**src/rtl/segm_scanner.sv**
```systemverilog
// segm_scanner: time-multiplexed driver for a 4-digit common-anode 7-segment display.
// Scans one digit per slot (drive phase then blanking phase), applies a 4-level
// brightness by shortening the lit portion of the drive phase, and snapshots all
// digit patterns plus the brightness level at each frame boundary.
module segm_scanner #(
  parameter int unsigned SLOT_TICKS  = 16,
  parameter int unsigned BLANK_TICKS = 2
) (
  input  logic       sysclk,
  input  logic       reset_n,
  input  logic       scan_tick,
  input  logic [6:0] digit0,
  input  logic [6:0] digit1,
  input  logic [6:0] digit2,
  input  logic [6:0] digit3,
  input  logic [1:0] bright,
  output logic [6:0] seg_n,
  output logic [3:0] dig_n,
  output logic       frame_start
);

  localparam int unsigned DRIVE_TICKS = SLOT_TICKS - BLANK_TICKS;
  localparam logic [7:0] DriveLast    = 8'(DRIVE_TICKS - 1);
  localparam logic [7:0] BlankLast    = 8'(BLANK_TICKS - 1);
  localparam logic [7:0] DriveTicks   = 8'(DRIVE_TICKS);

  typedef enum logic {
    StDrive = 1'b0,
    StBlank = 1'b1
  } state_e;

  state_e          state_q, state_d;
  logic [1:0]      idx_q, idx_d;
  logic [7:0]      cnt_q, cnt_d;
  logic [3:0][6:0] shadow_q;
  logic [1:0]      bright_q;
  logic            boundary;
  logic            boundary_q;
  logic [7:0]      on_ticks;
  logic            lit;
  logic [6:0]      seg_d;
  logic [3:0]      dig_d;

  // Slot sequencing: advance counter / phase / digit index on scan ticks only.
  always_comb begin
    state_d  = state_q;
    idx_d    = idx_q;
    cnt_d    = cnt_q;
    boundary = 1'b0;
    if (scan_tick) begin
      unique case (state_q)
        StDrive: begin
          if (cnt_q == DriveLast) begin
            cnt_d   = 8'd0;
            state_d = StBlank;
          end else begin
            cnt_d = cnt_q + 8'd1;
          end
        end
        StBlank: begin
          if (cnt_q == BlankLast) begin
            cnt_d    = 8'd0;
            state_d  = StDrive;
            idx_d    = idx_q + 2'd1;
            // Entering digit 0 starts a new frame.
            boundary = (idx_q == 2'd3);
          end else begin
            cnt_d = cnt_q + 8'd1;
          end
        end
        default: begin
          state_d = StBlank;
        end
      endcase
    end
  end

  // FSM state, index and tick counter registers.
  always_ff @(posedge sysclk or negedge reset_n) begin
    if (!reset_n) begin
      state_q <= StBlank;
      idx_q   <= 2'd3;
      cnt_q   <= 8'd0;
    end else begin
      state_q <= state_d;
      idx_q   <= idx_d;
      cnt_q   <= cnt_d;
    end
  end

  // Frame snapshot of digit patterns and brightness so a frame never tears.
  always_ff @(posedge sysclk or negedge reset_n) begin
    if (!reset_n) begin
      shadow_q <= {4{7'h7F}};
      bright_q <= 2'd3;
    end else if (boundary) begin
      shadow_q <= {digit3, digit2, digit1, digit0};
      bright_q <= bright;
    end
  end

  // Output decode from the registered scan position.
  always_comb begin
    on_ticks = DriveTicks >> (2'd3 - bright_q);
    lit      = (state_q == StDrive) && (cnt_q < on_ticks);
    seg_d    = 7'h7F;
    dig_d    = 4'hF;
    if (lit) begin
      seg_d = shadow_q[idx_q];
      dig_d = ~(4'b0001 << idx_q);
    end
  end

  // Registered outputs; frame_start is delayed one cycle so it lines up with
  // the first cycle that digit 0 is actually driven.
  always_ff @(posedge sysclk or negedge reset_n) begin
    if (!reset_n) begin
      seg_n       <= 7'h7F;
      dig_n       <= 4'hF;
      boundary_q  <= 1'b0;
      frame_start <= 1'b0;
    end else begin
      seg_n       <= seg_d;
      dig_n       <= dig_d;
      boundary_q  <= boundary;
      frame_start <= boundary_q;
    end
  end

endmodule
```
**config.mk**
```make
export PLATFORM = sky130hd
export DESIGN_NAME = segm_scanner
export DESIGN_NICKNAME = d
export VERILOG_FILES = /design/src/rtl/segm_scanner.sv
export SDC_FILE = /design/constraint.sdc
export NUM_CORES = 1
export LEC_CHECK = 0
export BUFFER_PORTS_ARGS = -buffer_cell sky130_fd_sc_hd__buf_2
export CAP_MARGIN = 20
export CORE_MARGIN = 1.5
export CORE_UTILIZATION = 62
export CTS_BUF_LIST = sky130_fd_sc_hd__clkbuf_4
export DETAILED_ROUTE_END_ITERATION = 16
export GPL_ROUTABILITY_DRIVEN = 0
export PLACE_DENSITY = 0.86
export SYNTH_ARGS = -nofsm -noshare
export SYNTH_HDL_FRONTEND = slang
export SYNTH_SLANG_ARGS = --single-unit
```
**constraint.sdc**
```tcl
create_clock -name sysclk -period 4.89 [get_ports sysclk]
set_input_delay 0.978 -clock sysclk [delete_from_list [all_inputs] [get_ports sysclk]]
set_output_delay 0.978 -clock sysclk [all_outputs]
set_load 0.02 [all_outputs]
```
==> results of run 1 <==
-- layout make-up --
type | count | area (µm²) | area share (%)
Clock buffer | 5 | 37.5 | 1.28
Clock inverter | 3 | 16.3 | 0.553
Inverter | 5 | 18.8 | 0.638
Multi-Input combinational cell | 110 | 1160 | 39.4
Sequential cell | 54 | 1410 | 47.8
Tap cell | 50 | 62.6 | 2.13
Timing Repair Buffer | 45 | 240 | 8.17
-- kinds of logic (layout without fill, tap and decap cells) --
kind of cell / after synthesis / after routing
buf+inv: 15 / 58
compound gates: 14 / 14
simple gates: 45 / 45
flops: 54 / 54
mux: 38 / 38
xor+xnor: 4 / 4
fa+ha+maj: 9 / 9
-- worst max-delay path: stages (launching register included) --
cell	delay [ps]
dfstp_2	740
ha_1	240
inv_1	70
or4_4	820
mux2_4	390
-- where the power goes --
part           internal (mW)  switching (mW)  leakage [nW]
logic                  0.190           0.110         0.690
clock network         0.0541           0.132        0.0303
registers              0.572           0.108         0.584
-- worst min path at each step --
stage | start | to | slack (ps) | cells after the start
floorplan | boundary_q | frame_start | 330 | 0
global placement | boundary_q | frame_start | 330 | 0
detailed placement | boundary_q | frame_start | 350 | 0
CTS | boundary_q | frame_start | 380 | 0
global route | boundary_q | frame_start | 390 | 0
finish | boundary_q | frame_start | 370 | 0
-- per-layer routing --
metal	track usage, %	share of wire, %
met1	28.7	43
met2	34.1	51
met3	4.93	4.5
met4	6.75	0.91
met5	0	0
-- sequential cells by signal (all words and copies together) (netlist names) --
name         count
boundary_q       1
seg_n            7
dig_n            4
shadow_q        28
state_q          1
cnt_q            8
frame_start      1
bright_q         2
idx_q            2
-- metrics by stage --
stage	total power [mW]	area [µm²]	util, %	setup WS [ps]	cells
detailed placement	0.988	2870	70.7	2320	263
floorplan	0.904	2650	-	2770	179
finish	1.17	2940	72.5	2540	272
CTS	1.17	2920	72.0	2520	271
global placement	0.970	2870	70.7	2370	263
global route	1.25	2940	72.5	2430	272
-- synthesized netlist by cell type (all sizes together) --
library cell	number
or4	2
nand3	1
nor4b	1
nand4	3
ha	9
nand2	9
a311oi	1
o21ai	4
xnor2	4
or3b	8
nand3b	6
or2	1
or3	1
o311a	2
a31o	1
a211oi	3
mux4	7
nand2b	4
nor3	3
dfstp	44
dfrtp	10
a211o	1
nor2b	2
o22ai	1
and3	2
nor2	2
mux2	31
clkbuf	6
o211ai	1
inv	5
buf	4
==> metrics.cfg, run 1 <==
[outcome]
outcome = completed

[worst_setup_path]
rr_worst_depth = 4
crit_path_end_kind = flop
ff2ff_setup_slack_ps = 2540
r2r_start = idx_q[0]
r2r_end = shadow_q[2]
critPathLaunchType = flop
cp_data_arrival_time_ps = 2650
crit_type = reg2reg
crit_start = idx_q[0]
critPathMaxFanout = 30
endpoint = shadow_q[2]
required_ps = 5190

[final_layout]
drive_gt1_share_pct = 64.9
antenna_cells = 0
nFillCells = 285
final_cell_mix = dfstp_2, buf_2, mux2_4
nNetsFinal = 263
area_growth_pct = 11.2

[routing]
drt_iter0_drc = 115
ant_nets = 0
via_per_inst = 5.64
first_pass_iters = 4
wl_per_cell_um = 16.1
via_count = 1533
wirelength_um = 4380
route.detailed.drc = 0

[sta]
setup_viol = 0
drv_slew = 0
finalCriticalPeriod_ps = 2350
hold_violations = 0
skew_ps = 10.8
maxSlewHeadroom_pct = 61.5
fin_crit_sh_pct = 48.1
tightest_slew_ps = 577
hold_ws_ps = 374
fmax_mhz = 425
rsz0062_at_grt = false
fin_setup_tns_ps = 0

[clock_network]
tritoncts = done
ctsResizeCount = 0
hold_buffers = 0
cts_setup_buffers = 0
root_buffer = clkbuf_4
clock_latency_ps = 370
cts_made_buffers = 5
cts_buffer_depth = 2
clkSinkCount = 54
htreeDepth = 2
clk_pin_slew_worst_paths_ps = 140

[logic_synthesis]
avgSynthCellArea_um2 = 14.8
synth_adder_area_share_pct = 4.26
synth-xor-area-share_pct = 1.32
synth.area.top_cells = dfstp_2, mux2_4, dfrtp_1
syn_inst = 179
ys_warn_count = 0
yosysTopAreaCellShare_pct = 43.7
synth_top_area_cell = dfstp_2
muxShareOfSynthArea_pct = 23.4
synth_area_um2 = 2650
synth_top_family_by_area = multiplexers
ys_types = 35
synth_seq_area_share_pct = 53.1
synth.net_count = 221
yosys_register_bits = 54
synth_compound_area_share_pct = 3.88
synthSimpleGateAreaFrac_pct = 11.0

[die]
fp.dieW_um = 68.3
start_util_pct = 65.2
core_area_um2 = 4060
die_area_um2 = 4670
die_y_um = 68.3
ioPinCount = 45
placementRows = 23

[global_routing]
grt-ovfl-total = 0
grt_max_degree = 55
antenna_found_initial = 0
grt_pass1_wl_um = 7110
grtUsageTotal_pct = 21.3
grt_pass1_vias = 1530

[worst_hold_path]
holdCritPathClass = reg2reg

[power]
ir_drop_mv = 0.236
power.density_nw_per_um2 = 397
power.leakage_nw = 1.30

[place]
dp_hpwl_um = 3100
io_buffers = 44

[job]
drv_cap = 0

(Power assumes the default switching activity.)
==> run 2, diff against run 1 <==
--- a/config.mk
+++ b/config.mk
@@ -5,14 +5,15 @@
 export SDC_FILE = /design/constraint.sdc
 export NUM_CORES = 1
 export LEC_CHECK = 0
+export ABC_AREA = 1
 export BUFFER_PORTS_ARGS = -buffer_cell sky130_fd_sc_hd__buf_2
 export CAP_MARGIN = 20
 export CORE_MARGIN = 1.5
-export CORE_UTILIZATION = 62
+export CORE_UTILIZATION = 52
 export CTS_BUF_LIST = sky130_fd_sc_hd__clkbuf_4
 export DETAILED_ROUTE_END_ITERATION = 16
 export GPL_ROUTABILITY_DRIVEN = 0
-export PLACE_DENSITY = 0.86
+export PLACE_DENSITY = 0.77
 export SYNTH_ARGS = -nofsm -noshare
 export SYNTH_HDL_FRONTEND = slang
 export SYNTH_SLANG_ARGS = --single-unit
==> constraint.sdc (replaced) <==
create_clock -name sysclk -period 1.9 [get_ports sysclk]
set_input_delay 0.38 -clock sysclk [delete_from_list [all_inputs] [get_ports sysclk]]
set_output_delay 0.38 -clock sysclk [all_outputs]
set_load 0.02 [all_outputs]
==> run 2 against run 1 <==
Against the previous run:
- design area is 4.3% higher
- clock power grew to 3.5 times the previous value
- non-clock buffer count is 13 higher
- clock skew is 2.8 ps higher
- critical path depth is 4 higher
- register-to-register slack worse by 2300 ps
- hold slack worse by 180 ps
- die area is 19% higher
- first-iteration DRC count is 28% higher
==> metrics.cfg, run 2 <==
[logic_synthesis]
async_flop_share_pct = 100  ; unchanged
ys_types = 23  ; -34%
yosysMostFrequentCell = nand2_1
avgSynthCellArea_um2 = 8.61  ; -42%
synth_commonest_cells = nand2_1, dfstp_2, nand3_1, nand4_1, inv_1
yosysTopAreaCellShare_pct = 43.3  ; -0.37 points
ys_warn_count = 0  ; unchanged
synth_area_um2 = 2670  ; +0.85%
synth.net_count = 352  ; +59%
yosys_register_bits = 54  ; unchanged
ys.flop_type = dfstp_2
synth_seq_area_share_pct = 52.7  ; -0.45 points
synth.area.top_cells = dfstp_2, nand2_1, dfrtp_1
synth-edff-count = 0  ; unchanged
syn_inst = 310  ; +73%
synth_top_area_cell = dfstp_2

[sta]
fin_setup_tns_ps = 0  ; unchanged
fin_crit_sh_pct = 86.1  ; +38 points
skew_ps = 13.5  ; +2.75 ps
drv_slew = 0  ; unchanged
hold_violations = 0  ; unchanged
finalCriticalPeriod_ps = 1640  ; -715 ps
setup_viol = 0  ; unchanged
fmax_mhz = 611  ; +44%
rsz0062_at_grt = false
tightest_slew_ps = 480  ; -97.7 ps
maxSlewHeadroom_pct = 68.0  ; +6.5 points
setup_slack_ps = 264  ; -2270 ps

[global_routing]
grt_pass1_vias = 1951  ; +28%
grt_max_degree = 32  ; -42%
grt_pass1_wl_um = 9070  ; +28%
antenna_found_initial = 0  ; unchanged
grt-ovfl-total = 0  ; unchanged
grtUsageTotal_pct = 21.4  ; +0.14 points

[worst_setup_path]
critPathMaxFanout = 11  ; -63%
crit_top_cell = nand2_1
crit_type = reg2reg
required_ps = 2180  ; -3010 ps
cpPeakStageDelay_ps = 580  ; -240 ps
critPathLaunchType = flop
cpMaxStageDelayCell = dfstp_2
cp_data_arrival_time_ps = 1920  ; -730 ps
crit_path_end_kind = flop
crit_chain = nor2_1 > ha_1 > nand2_1 > nand2_1 > nand2_1 > nand2_1 > nand2_1 > nand3_1

[clock_network]
clk_pin_slew_worst_paths_ps = 170  ; +30 ps
ctsResizeCount = 0  ; unchanged
cts_buffer_depth = 2  ; unchanged
clock_latency_ps = 370  ; about the same
clkSinkCount = 54  ; unchanged
root_buffer = clkbuf_4
hold_buffers = 1  ; +1
tritoncts = done
cts_setup_buffers = 0  ; unchanged
cts_made_buffers = 5  ; unchanged
htreeDepth = 2  ; unchanged

[routing]
via_per_inst = 5.17  ; -8.2%
wirelength_um = 5460  ; +25%
route.detailed.drc = 0  ; unchanged
wl_per_cell_um = 12.8  ; -20%
drt_iter0_drc = 147  ; +28%
ant_nets = 0  ; unchanged
via_count = 2198  ; +43%
first_pass_iters = 4  ; unchanged

[die]
die_y_um = 74.6  ; +9.2%
placementRows = 25  ; +8.7%
start_util_pct = 55.0  ; -10 points
ioPinCount = 45  ; unchanged
die_area_um2 = 5570  ; +19%
fp.dieW_um = 74.6  ; +9.2%
core_area_um2 = 4850  ; +19%

[power]
pwr-share-clk_pct = 20.0  ; +4.0 points
p_sw_mw = 1.24  ; +250%
power.leakage_nw = 1.45  ; +11%
power.density_nw_per_um2 = 1080  ; +170%
switching_share_pct = 37.6  ; +7.5 points
p_seq_share_pct = 47.8  ; -10 points
p_comb_share_pct = 32.2  ; +6.5 points
ir_drop_mv = 0.457  ; +94%
intPower_mw = 2.06  ; +150%

[final_layout]
final_cell_mix = nand2_1, dfstp_2, buf_2
nNetsFinal = 399  ; +52%
antenna_cells = 0  ; unchanged
final_util_pct = 63.3  ; -9.2 points
final_common_cell = nand2_1
largest_register = shadow_q
largest_register_ff_count = 28  ; unchanged
area_growth_pct = 15.0
drive_gt1_share_pct = 31.8  ; -33 points
largest_registers = shadow_q (28), cnt_q (8), seg_n (7)

[place]
place_worst_setup_slack_ps = 255  ; -2070 ps
dp_hpwl_um = 4060  ; +31%
io_buffers = 44  ; unchanged

[outcome]
outcome = completed

[worst_hold_path]
holdCritPathClass = in2reg

[job]
drv_cap = 0  ; unchanged

[run 2: changes by cell type in the layout (fill, tap and decap cells not counted), sizes merged, moves of 4 or more]
cell / previous run / this run
buf: 45 / 57
inv: 5 / 18
mux2: 31 / 0
mux4: 7 / 0
nand2: 9 / 122
nand2b: 4 / 0
nand3: 1 / 33
nand3b: 6 / 0
nand4: 3 / 31
nor2: 2 / 10
or3b: 8 / 0
[run 2: path summary, 6_finish.rpt]
path | from | end | slack, ps | cells past startpoint
min | digit3[6] | shadow_q[27] | 200 | 3
min in group asynchronous | reset_n | frame_start | 480 | 2
max in group asynchronous | reset_n | shadow_q[7] | 790 | 3
min reg2reg | boundary_q | frame_start | 380 | 0
max | bright_q[1] | seg_n[3] | 260 | 8
max reg2reg | bright_q[1] | seg_n[3] | 260 | 8
[run 2: layout make-up]
cell class | count | area, µm²
clock buffers | 5 | 37.5
fillers | 427 | 1780
clock inverters | 3 | 47.5
well taps | 67 | 83.8
flip-flops and latches | 54 | 1410
inverters | 18 | 67.6
multi-input cells | 220 | 1080
repair buffers | 58 | 340
[run 2: power groups by stage]
| stage | Clock (mW) | Sequential, mW | Combinational (mW) |
|---|---|---|---|
| after floorplan | 0 | 1.57 | 0.723 |
| after global placement | 0 | 1.58 | 1.03 |
| after detailed placement | 0 | 1.59 | 1.06 |
| after CTS | 0.674 | 1.58 | 1.07 |
| after global routing | 0.716 | 1.61 | 1.21 |
| final | 0.659 | 1.58 | 1.06 |
[run 2: routing by layer]
metal	GRT usage, %	vias to the layer above	share of wire (%)
met5	0	-	0
met4	4.65	0	0.88
met1	29.9	1022	46
li1	-	1115	-
met2	34.8	57	48
met3	4.42	4	4.7
[run 2: cells by family (layout without fill, tap and decap cells)]
logic type,Yosys count,after routing,synth area share (%)
xor gates and xnor gates,4,4,1.31
DFF,54,54,52.7
AOI/OAI and AO/OA,8,8,1.64
buffers and inverters,36,84,6.66
and+or+nand+nor,199,199,33.5
adders and majority gates,9,9,4.22
[run 2: critical path, delay by kind of cell, from the launching register on]
family | cells | cell delay (ps)
fa+ha+maj | 1 | 260
flops | 1 | 580
simple gates | 7 | 700
[run 2: per-stage QoR]
step	power (mW)	cell area, µm²	hold slack (ps)	cells
global route	3.53	3070	176	425
floorplan	2.29	2670	84.4	310
CTS	3.32	3070	189	425
finish	3.30	3070	198	425
global placement	2.61	2970	336	416
detailed placement	2.65	2970	348	416
